$ cat src/rtl/dcache_wb_burst_tx.sv
// rtl/dcache_wb_burst_tx.sv - dirty-line writeback burst transmitter
module dcache_wb_burst_tx #(
  parameter int LINE_WIDTH = 256,
  parameter int BEAT_WIDTH = 64,
  parameter int BEATS      = LINE_WIDTH / BEAT_WIDTH,
  parameter int ADDR_WIDTH = 32
) (
  input  logic                  clk,
  input  logic                  rst,
  input  logic                  wb_valid,
  output logic                  wb_ready,
  input  logic [LINE_WIDTH-1:0] line_i,
  input  logic [ADDR_WIDTH-1:0] addr_i,
  output logic                  wb_done,
  output logic                  pmem_write,
  output logic [ADDR_WIDTH-1:0] pmem_address,
  output logic [BEAT_WIDTH-1:0] pmem_wdata,
  input  logic                  pmem_resp
);

  localparam int BW          = (BEATS > 1) ? $clog2(BEATS) : 1;
  localparam int OFFSET_BITS = $clog2(LINE_WIDTH / 8);
  localparam logic [BW-1:0]         LAST_BEAT = BW'(BEATS - 1);
  localparam logic [ADDR_WIDTH-1:0] LINE_MASK = ~ADDR_WIDTH'((1 << OFFSET_BITS) - 1);

  localparam logic [1:0] IDLE  = 2'd0;
  localparam logic [1:0] BURST = 2'd1;
  localparam logic [1:0] DONE  = 2'd2;

  logic [1:0]            state;
  logic [BW-1:0]         beat;
  logic [LINE_WIDTH-1:0] line_q;
  logic [ADDR_WIDTH-1:0] addr_q;
  logic [BEAT_WIDTH-1:0] beat_data [BEATS];

  for (genvar g = 0; g < BEATS; g++) begin : g_beat
    assign beat_data[g] = line_q[g*BEAT_WIDTH +: BEAT_WIDTH];
  end

  always_ff @(posedge clk) begin
    if (rst) begin
      state  <= IDLE;
      beat   <= '0;
      line_q <= '0;
      addr_q <= '0;
    end else begin
      case (state)
        IDLE: begin
          if (wb_valid) begin
            line_q <= line_i;
            addr_q <= addr_i & LINE_MASK;
            beat   <= '0;
            state  <= BURST;
          end
        end
        BURST: begin
          // A stalled beat (no resp) keeps beat and state, so outputs hold.
          if (pmem_resp) begin
            if (beat == LAST_BEAT) begin
              state <= DONE;
            end else begin
              beat <= beat + 1'b1;
            end
          end
        end
        DONE: begin
          state <= IDLE;
          beat  <= '0;
        end
        default: begin
          state <= IDLE;
          beat  <= '0;
        end
      endcase
    end
  end

  // Outputs decode registered state only; nothing flows through from inputs.
  assign wb_ready     = (state == IDLE);
  assign wb_done      = (state == DONE);
  assign pmem_write   = (state == BURST);
  assign pmem_address = pmem_write ? addr_q : '0;
  assign pmem_wdata   = pmem_write ? beat_data[beat] : '0;

endmodule

$ cat config.mk
export PLATFORM = sky130hd
export DESIGN_NAME = dcache_wb_burst_tx
export DESIGN_NICKNAME = d
export VERILOG_FILES = /design/src/rtl/dcache_wb_burst_tx.sv
export SDC_FILE = /design/constraint.sdc
export NUM_CORES = 1
export LEC_CHECK = 0
export BUFFER_PORTS_ARGS = -buffer_cell sky130_fd_sc_hd__buf_4
export CAP_MARGIN = 20
export CORE_ASPECT_RATIO = 1.25
export CORE_MARGIN = 8
export CORE_UTILIZATION = 35
export DETAILED_ROUTE_END_ITERATION = 10
export GPL_ROUTABILITY_DRIVEN = 0
export HOLD_SLACK_MARGIN = 0.02
export SYNTH_ARGS = -nofsm -noshare
export SYNTH_HDL_FRONTEND = slang
export SYNTH_SLANG_ARGS = --single-unit
$ cat constraint.sdc
create_clock -name clk -period 1.9 [get_ports clk]
set_clock_uncertainty 0.15 [all_clocks]
set_input_delay 0.38 -clock clk [delete_from_list [all_inputs] [get_ports clk]]
set_output_delay 0.38 -clock clk [all_outputs]
set_load 0.1 [all_outputs]
==> summary.md, run 1 <==
| Metric | Value |
|---|---|
| Run status | `finished with violations` |
| Failing checks | `negative setup slack` |
| Slowest stage delay, CP | `510 ps` |
| Critical path fanouts, max | `6` |
| Distinct cells, synth | `22` |
| Pwr Density | `755 nW/um^2` |
| Initial Util | `35.2%` |
| Largest net degree at the start of global routing | `116` |
| Top-level I/O count | `391` |
| Post-Synth Simple-Gate Area | `23.0%` |
| Initial DRT Pass Iterations | `5` |
| Mux share of post-synthesis cell area | `12.0%` |
| Final WS setup | `-822 ps` |
| Vias in the first global route | `13,800` |
| Slowest CP cell | `mux4_2` |
| Post-synth top cells | `568 x nand2_1, 287 x dfxtp_1, 284 x a21oi_1` |
| Finish-stage setup viols | `94` |
| Largest family of logic cells by synthesized area | `simple AND/OR/NAND/NOR gates` |
| Htree depth | `1` |
| Ys Warns | `0` |
| Grt ovf | `0` |
| RSZ-0062 raised after global routing | `yes` |
| CTS max path bufs | `3` |
| First-pass GRT wire length | `74.2 mm` |
| Yosys top cell by area | `dfxtp_1` |
| Routed WL | `50.1 mm` |
| Mapped Cells | `1,435` |
| Hold Crit Class | `input port to flop` |
| CTS tree | `yes` |
| P_leak | `0.00876 uW` |
| Initial antenna violation count | `11` |
| Setup TNS | `-58,800 ps` |
| Seq/Total Area, Yosys | `47.7%` |
| Adder-Cell Fraction of Synth Area | `0.104%` |
| DR vias/cell | `5.09` |
| Clock root cell | `clkbuf_16` |
| Worst-path clk slew | `60 ps` |
| Synth top area share | `47.7%` |
| CORE AREA | `34,200 sq um` |
| Drt drc | `0` |
| Syn avg cell area | `8.40 sq um` |
| Peak Freq | `367 MHz` |
| Max-slew violations | `0` |
| Final net count | `2,379` |
| Min Tclk post-route | `2720 ps` |
| Post-DP HPWL | `27.3 mm` |
| Die Y | `223 um` |
| Detail Route Antenna Nets | `0` |
| Non-filler cells in the finished layout | `2,545` |
| Clock sinks | `287` |
| Final hold violation count | `0` |
| Synth Area in Compound Gates | `12.0%` |
| Yosys reg bits | `287` |
| Critical path launch point type | `flop` |
| Maximum vdd drop | `603 uV` |
| Routed vias | `13,000` |
| Inst Count DP | `2,161` |
| Cell Chain, Critical Path | `buf_12, buf_12, buf_16, mux4_2, and2_4, buf_12` |
| Port-buffer cells | `380` |
| Area growth syn-to-layout | `78.9%` |
| Req. time, crit path | `1370 ps` |
| WS Path Type | `flop to output pin` |
| Top_reg_cell synth | `dfxtp_1` |
| Post-synthesis xor/xnor area fraction | `0%` |
| GRT Total Usage | `22.6%` |
| Arr. time, crit path | `2190 ps` |
| Iter 0 DRT Violations | `786` |
| Number of buffers created by CTS | `30` |
| Die Width | `182 um` |
| WL per Instance | `19.7 um` |
| Cell Rows | `76` |
| Maxcap violations | `0` |
| Most common cell in the synthesized netlist | `nand2_1` |
| Share of layout cells above drive strength 1 | `32.2%` |
| Setup WS pre-CTS | `-289 ps` |
| Setup crit end kind | `output pin` |
| Worst skew pair latency | `560 ps` |
| Post-synthesis async set-or-reset flop share | `0%` |
| Die area | `40,700 sq um` |
| Most frequent CP cell | `buf_12` |
| Final period util | `143%` |
| EDFF count, synth | `0` |
| Area contributors post-synth | `dfxtp_1 48%, nand2_1 18%, mux4_2 12%, a21oi_1 12%, and2_1 4.7%` |
| Cell Area, Synth | `12,100 sq um` |
per-layer routing:
layer	share of wire, %	global-route usage, %	up-vias	wire length [um]
li1	-	-	6051	-
met1	38	25.1	6123	19100
met2	51	39.9	595	25500
met3	6.3	4.88	173	3140
met4	4.6	11.8	8	2330
met5	0.098	0	-	49
logic make-up after synthesis:
group,after synthesis
adder cells (fa/ha/maj),1
multiplexers,64
AND/OR/NAND/NOR,669
flip-flops,287
buffers and inverters,125
AO/OA/AOI/OAI,288
other,1
path summary, 6_finish.rpt:
kind	from	to	slack, ps	cells past startpoint
setup / recovery	beat[0]	pmem_wdata[3]	-820	6
hold / removal	rst	line_q[46]	130	2
setup reg to reg	state[0]	line_q[144]	-20	8
hold reg to reg	line_q[190]	line_q[190]	300	2
power breakdown:
part           total [uW]  internal (uW)  switching (uW)  leakage (uW)
Clock                6140           3610            2530      0.000497
Combinational        3560           1790            1770       0.00591
Sequential           6580           6380             196       0.00236
Total               16300          11800            4490       0.00876
final cells by class:
type,instances,area (sq um)
fillers,2574,12700
repair buffers,738,8210
multi-input cells,1028,6010
flip-flops and latches,287,5760
clock buffers,39,825
well taps,429,537
clock inverters,14,201
diodes,9,22.5
inverters,1,3.75
stage by stage:
step / instance area, sq um / util [%] / hold WS (ps) / total power (uW)
global route: 21600 / 63.0 / 135 / 16900
CTS: 21300 / 62.2 / 122 / 16200
detailed placement: 15600 / 45.4 / 293 / 9140
global placement: 15600 / 45.4 / 287 / 9090
floorplan: 12300 / - / 282 / 8230
finish: 21600 / 63.0 / 128 / 16300
critical path, delay by kind of cell, from the launching register on:
kind                   cells  cell delay (ps)
buffers and inverters      4              540
and+or+nand+nor            1              170
muxes                      1              510
DFF                        1              390
layout by cell type (no fill, tap or decap), drive strengths merged, types with 2 or more instances in the layout:
master,instances
clkinvlp,2
mux4,64
dfxtp,287
dlygate4sd3,285
nand2,568
clkinv,7
o21ai,2
buf,443
and2,91
inv,2
o2111ai,2
conb,5
or3b,2
bufinv,4
clkbuf,49
nor2,3
a21oi,284
diode,9
flip-flops by register name, summed over array words and instances (netlist names):
register / count
state: 2
addr_q: 27
beat: 2
line_q: 256
what timing repair did:
item,in CTS,in global routing
setup endpoints to repair,94,244
buffers inserted,19,3
hold buffers,285,0
pin swaps,38,28
cloned,11,11
gates resized for setup,362,32
endpoints found under the hold margin,287,0
(Power assumes the default switching activity.)
==> run 2, diff against run 1 <==
- RECOVER_POWER: default -> 25
- clock period: 1.9 -> 2.4 ns (I/O delays scaled with it)
==> run 2 against run 1 <==
  * The run still ends with negative setup slack left
  * Hold slack worse by 78 ps
  * Via count down 3.9%
  * Worst setup slack better by 470 ps
  * Critical endpoint is now pmem_wdata[14]
  * Sequential share of layout area up 1.1 points
  * Register-to-register slack better by 490 ps
  * Cell area down 3.7%
  * Critical path type unchanged
==> summary.md, run 2 (synthesis gave the netlist of run 1 again) <==
| Metric | Value |
|---|---|
| Run status | `finished with violations` |
| Failing checks | `negative setup slack` |
| Clock root cell | `clkbuf_16` |
| Filler Cells Inserted | `2,666 (+3.6%)` |
| Non-filler cells in the finished layout | `2,499 (-1.8%)` |
| First-pass GRT wire length | `71.9 mm (-3.1%)` |
| Largest net degree at the start of global routing | `131 (+13%)` |
| Iter 0 DRT Violations | `645 (-18%)` |
| Initial Util | `35.2% (unchanged)` |
| Maximum vdd drop | `465 uV (-23%)` |
| Biggest register | `line_q` |
| Max-slew violations | `0 (unchanged)` |
| Detail Route Antenna Nets | `0 (unchanged)` |
| Final period util | `115%` |
| Hold Crit Class | `input port to flop` |
| Pwr Density | `617 nW/um^2 (-18%)` |
| CTS max path bufs | `3 (unchanged)` |
| Routed WL | `47.0 mm (-6.2%)` |
| DR vias/cell | `4.98 (-2.1%)` |
| Vias in the first global route | `13,300 (-3.1%)` |
| GRT Total Usage | `22.0% (-0.61 points)` |
| Gate power share | `20.3% (-1.6 points)` |
| Largest register FFs | `256 (unchanged)` |
| Final WS setup | `-355 ps (+467 ps)` |
| Top-level I/O count | `391 (unchanged)` |
| Initial antenna violation count | `8 (-3)` |
| Port-buffer cells | `380 (unchanged)` |
| Die Y | `223 um (unchanged)` |
| Clock Power Share | `39.1% (+1.4 points)` |
| Critical path launch point type | `flop` |
| Arr. time, crit path | `2130 ps (-60 ps)` |
| Critical path fanouts, max | `7 (+1)` |
| Req. time, crit path | `1770 ps (+400 ps)` |
| CORE AREA | `34,200 sq um (unchanged)` |
| Inst Count DP | `2,157 (-0.19%)` |
| P_int | `9390 uW (-20%)` |
| Setup TNS | `-22,310 ps (+36,490 ps)` |
| Finished Cell Area | `20,800 sq um (-3.7%)` |
| Grt ovf | `0 (unchanged)` |
| Commonest cells after routing, fill and taps aside | `568 x nand2_1, 306 x buf_4, 284 x a21oi_1, 283 x dfxtp_1, 254 x dlygate4sd3_1` |
| Worst Tran Pin Value | `588 ps` |
| Initial DRT Pass Iterations | `5 (unchanged)` |
| Cell Rows | `76 (unchanged)` |
| Min Tclk post-route | `2760 ps` |
| Switch Pwr | `3430 uW (-24%)` |
| WS Path Type | `flop to output pin` |
| Worst-path clk slew | `60 ps (about the same)` |
| Peak Freq | `363 MHz` |
| Clock sinks | `287 (unchanged)` |
| Share of layout cells above drive strength 1 | `31.3% (-0.90 points)` |
| FF-to-FF path depth | `5 (-3)` |
| Setup crit end kind | `output pin` |
| Hold_ws | `49.7 ps (-77.9 ps)` |
| Slew margin rel. | `60.8%` |
| Sequential Power Share | `40.6% (+0.2 points)` |
| Die Width | `182 um (unchanged)` |
| Area growth syn-to-layout | `72.3%` |
| WL per Instance | `18.8 um (-4.5%)` |
| Placed Area | `15,400 sq um (-1.2%)` |
| Switch share | `26.7% (-0.88 points)` |
| Worst skew pair latency | `560 ps (about the same)` |
| Worst hold path stage count | `3 (+1)` |
| Post-DP HPWL | `27.6 mm (+1.0%)` |
| Routed vias | `12,500 (-3.9%)` |
| Final net count | `2,332 (-2.0%)` |
| Final hold violation count | `0 (unchanged)` |
| Finish-stage setup viols | `91 (-3.2%)` |
| Largest regs | `line_q x256, addr_q x27` |
| CTS tree | `yes` |
| Maxcap violations | `0 (unchanged)` |
| P_leak | `0.00847 uW (-3.4%)` |
| RSZ-0062 raised after global routing | `yes` |
| Number of buffers created by CTS | `30 (unchanged)` |
| Commonest non-fill, non-tap cell in the layout | `nand2_1` |
| Drt drc | `0 (unchanged)` |
| Htree depth | `1 (unchanged)` |
| Die area | `40,700 sq um (unchanged)` |
==> run 2: area by class of cell <==
type                       count  area [sq um]  area share (%)
clock inverter                13           165           0.795
multi-input combinational   1027          5920            28.5
sequential                   287          5760            27.7
antenna                        8          20.0          0.0964
tap                          429           537            2.59
inverter                       1          3.75          0.0181
clock buffer                  42           908            4.37
timing repair buffer         692          7450            35.9
==> run 2: per-stage QoR <==
stage | utilization [%] | setup WS [ps] | total power, uW
floorplan | - | 23.4 | 6470
detailed placement | 44.9 | 100 | 7190
global placement | 44.9 | 122 | 7160
global route | 60.7 | -424 | 13300
finish | 60.7 | -355 | 12800
CTS | 59.5 | -432 | 12800
==> run 2: power by group through the flow <==
stage                     Combinational [uW]  Sequential (uW)  Clock, uW
after floorplan                         1220             5250          0
after global placement                  1870             5290          0
after detailed placement                1890             5300          0
after CTS                               2500             5200       5120
after global routing                    2770             5230       5320
final                                   2600             5200       5010
==> run 2: worst max-delay path, stage by stage (launching register included) <==
cell and delay [ps]:
dfxtp_4 380, buf_12 170, clkbuf_16 180, mux4_2 510, and2_4 170, buf_12 160
==> run 2: final timing paths <==
path                     from              to  slack (ps)
setup reg to reg     state[1]     line_q[165]         470
hold / removal    line_i[212]     line_q[212]          50
setup / recovery      beat[0]  pmem_wdata[14]        -360
hold reg to reg   line_q[149]     line_q[149]         300
==> run 2: layer usage <==
layer	vias up	GRT usage, %	part of all wire, %
met5	-	0	0
met1	5909	23.7	37
met4	0	11.2	4.7
li1	5951	-	-
met3	138	3.84	5.3
met2	452	40.5	53
==> run 2: timing repair <==
item	4_1_cts	5_1_grt
setup buffers	9	5
endpoints found under the setup margin	92	91
hold buffers	254	0
pin swaps	47	18
gates cloned	9	5
hold endpoints to repair	254	0
gates resized for setup	301	73
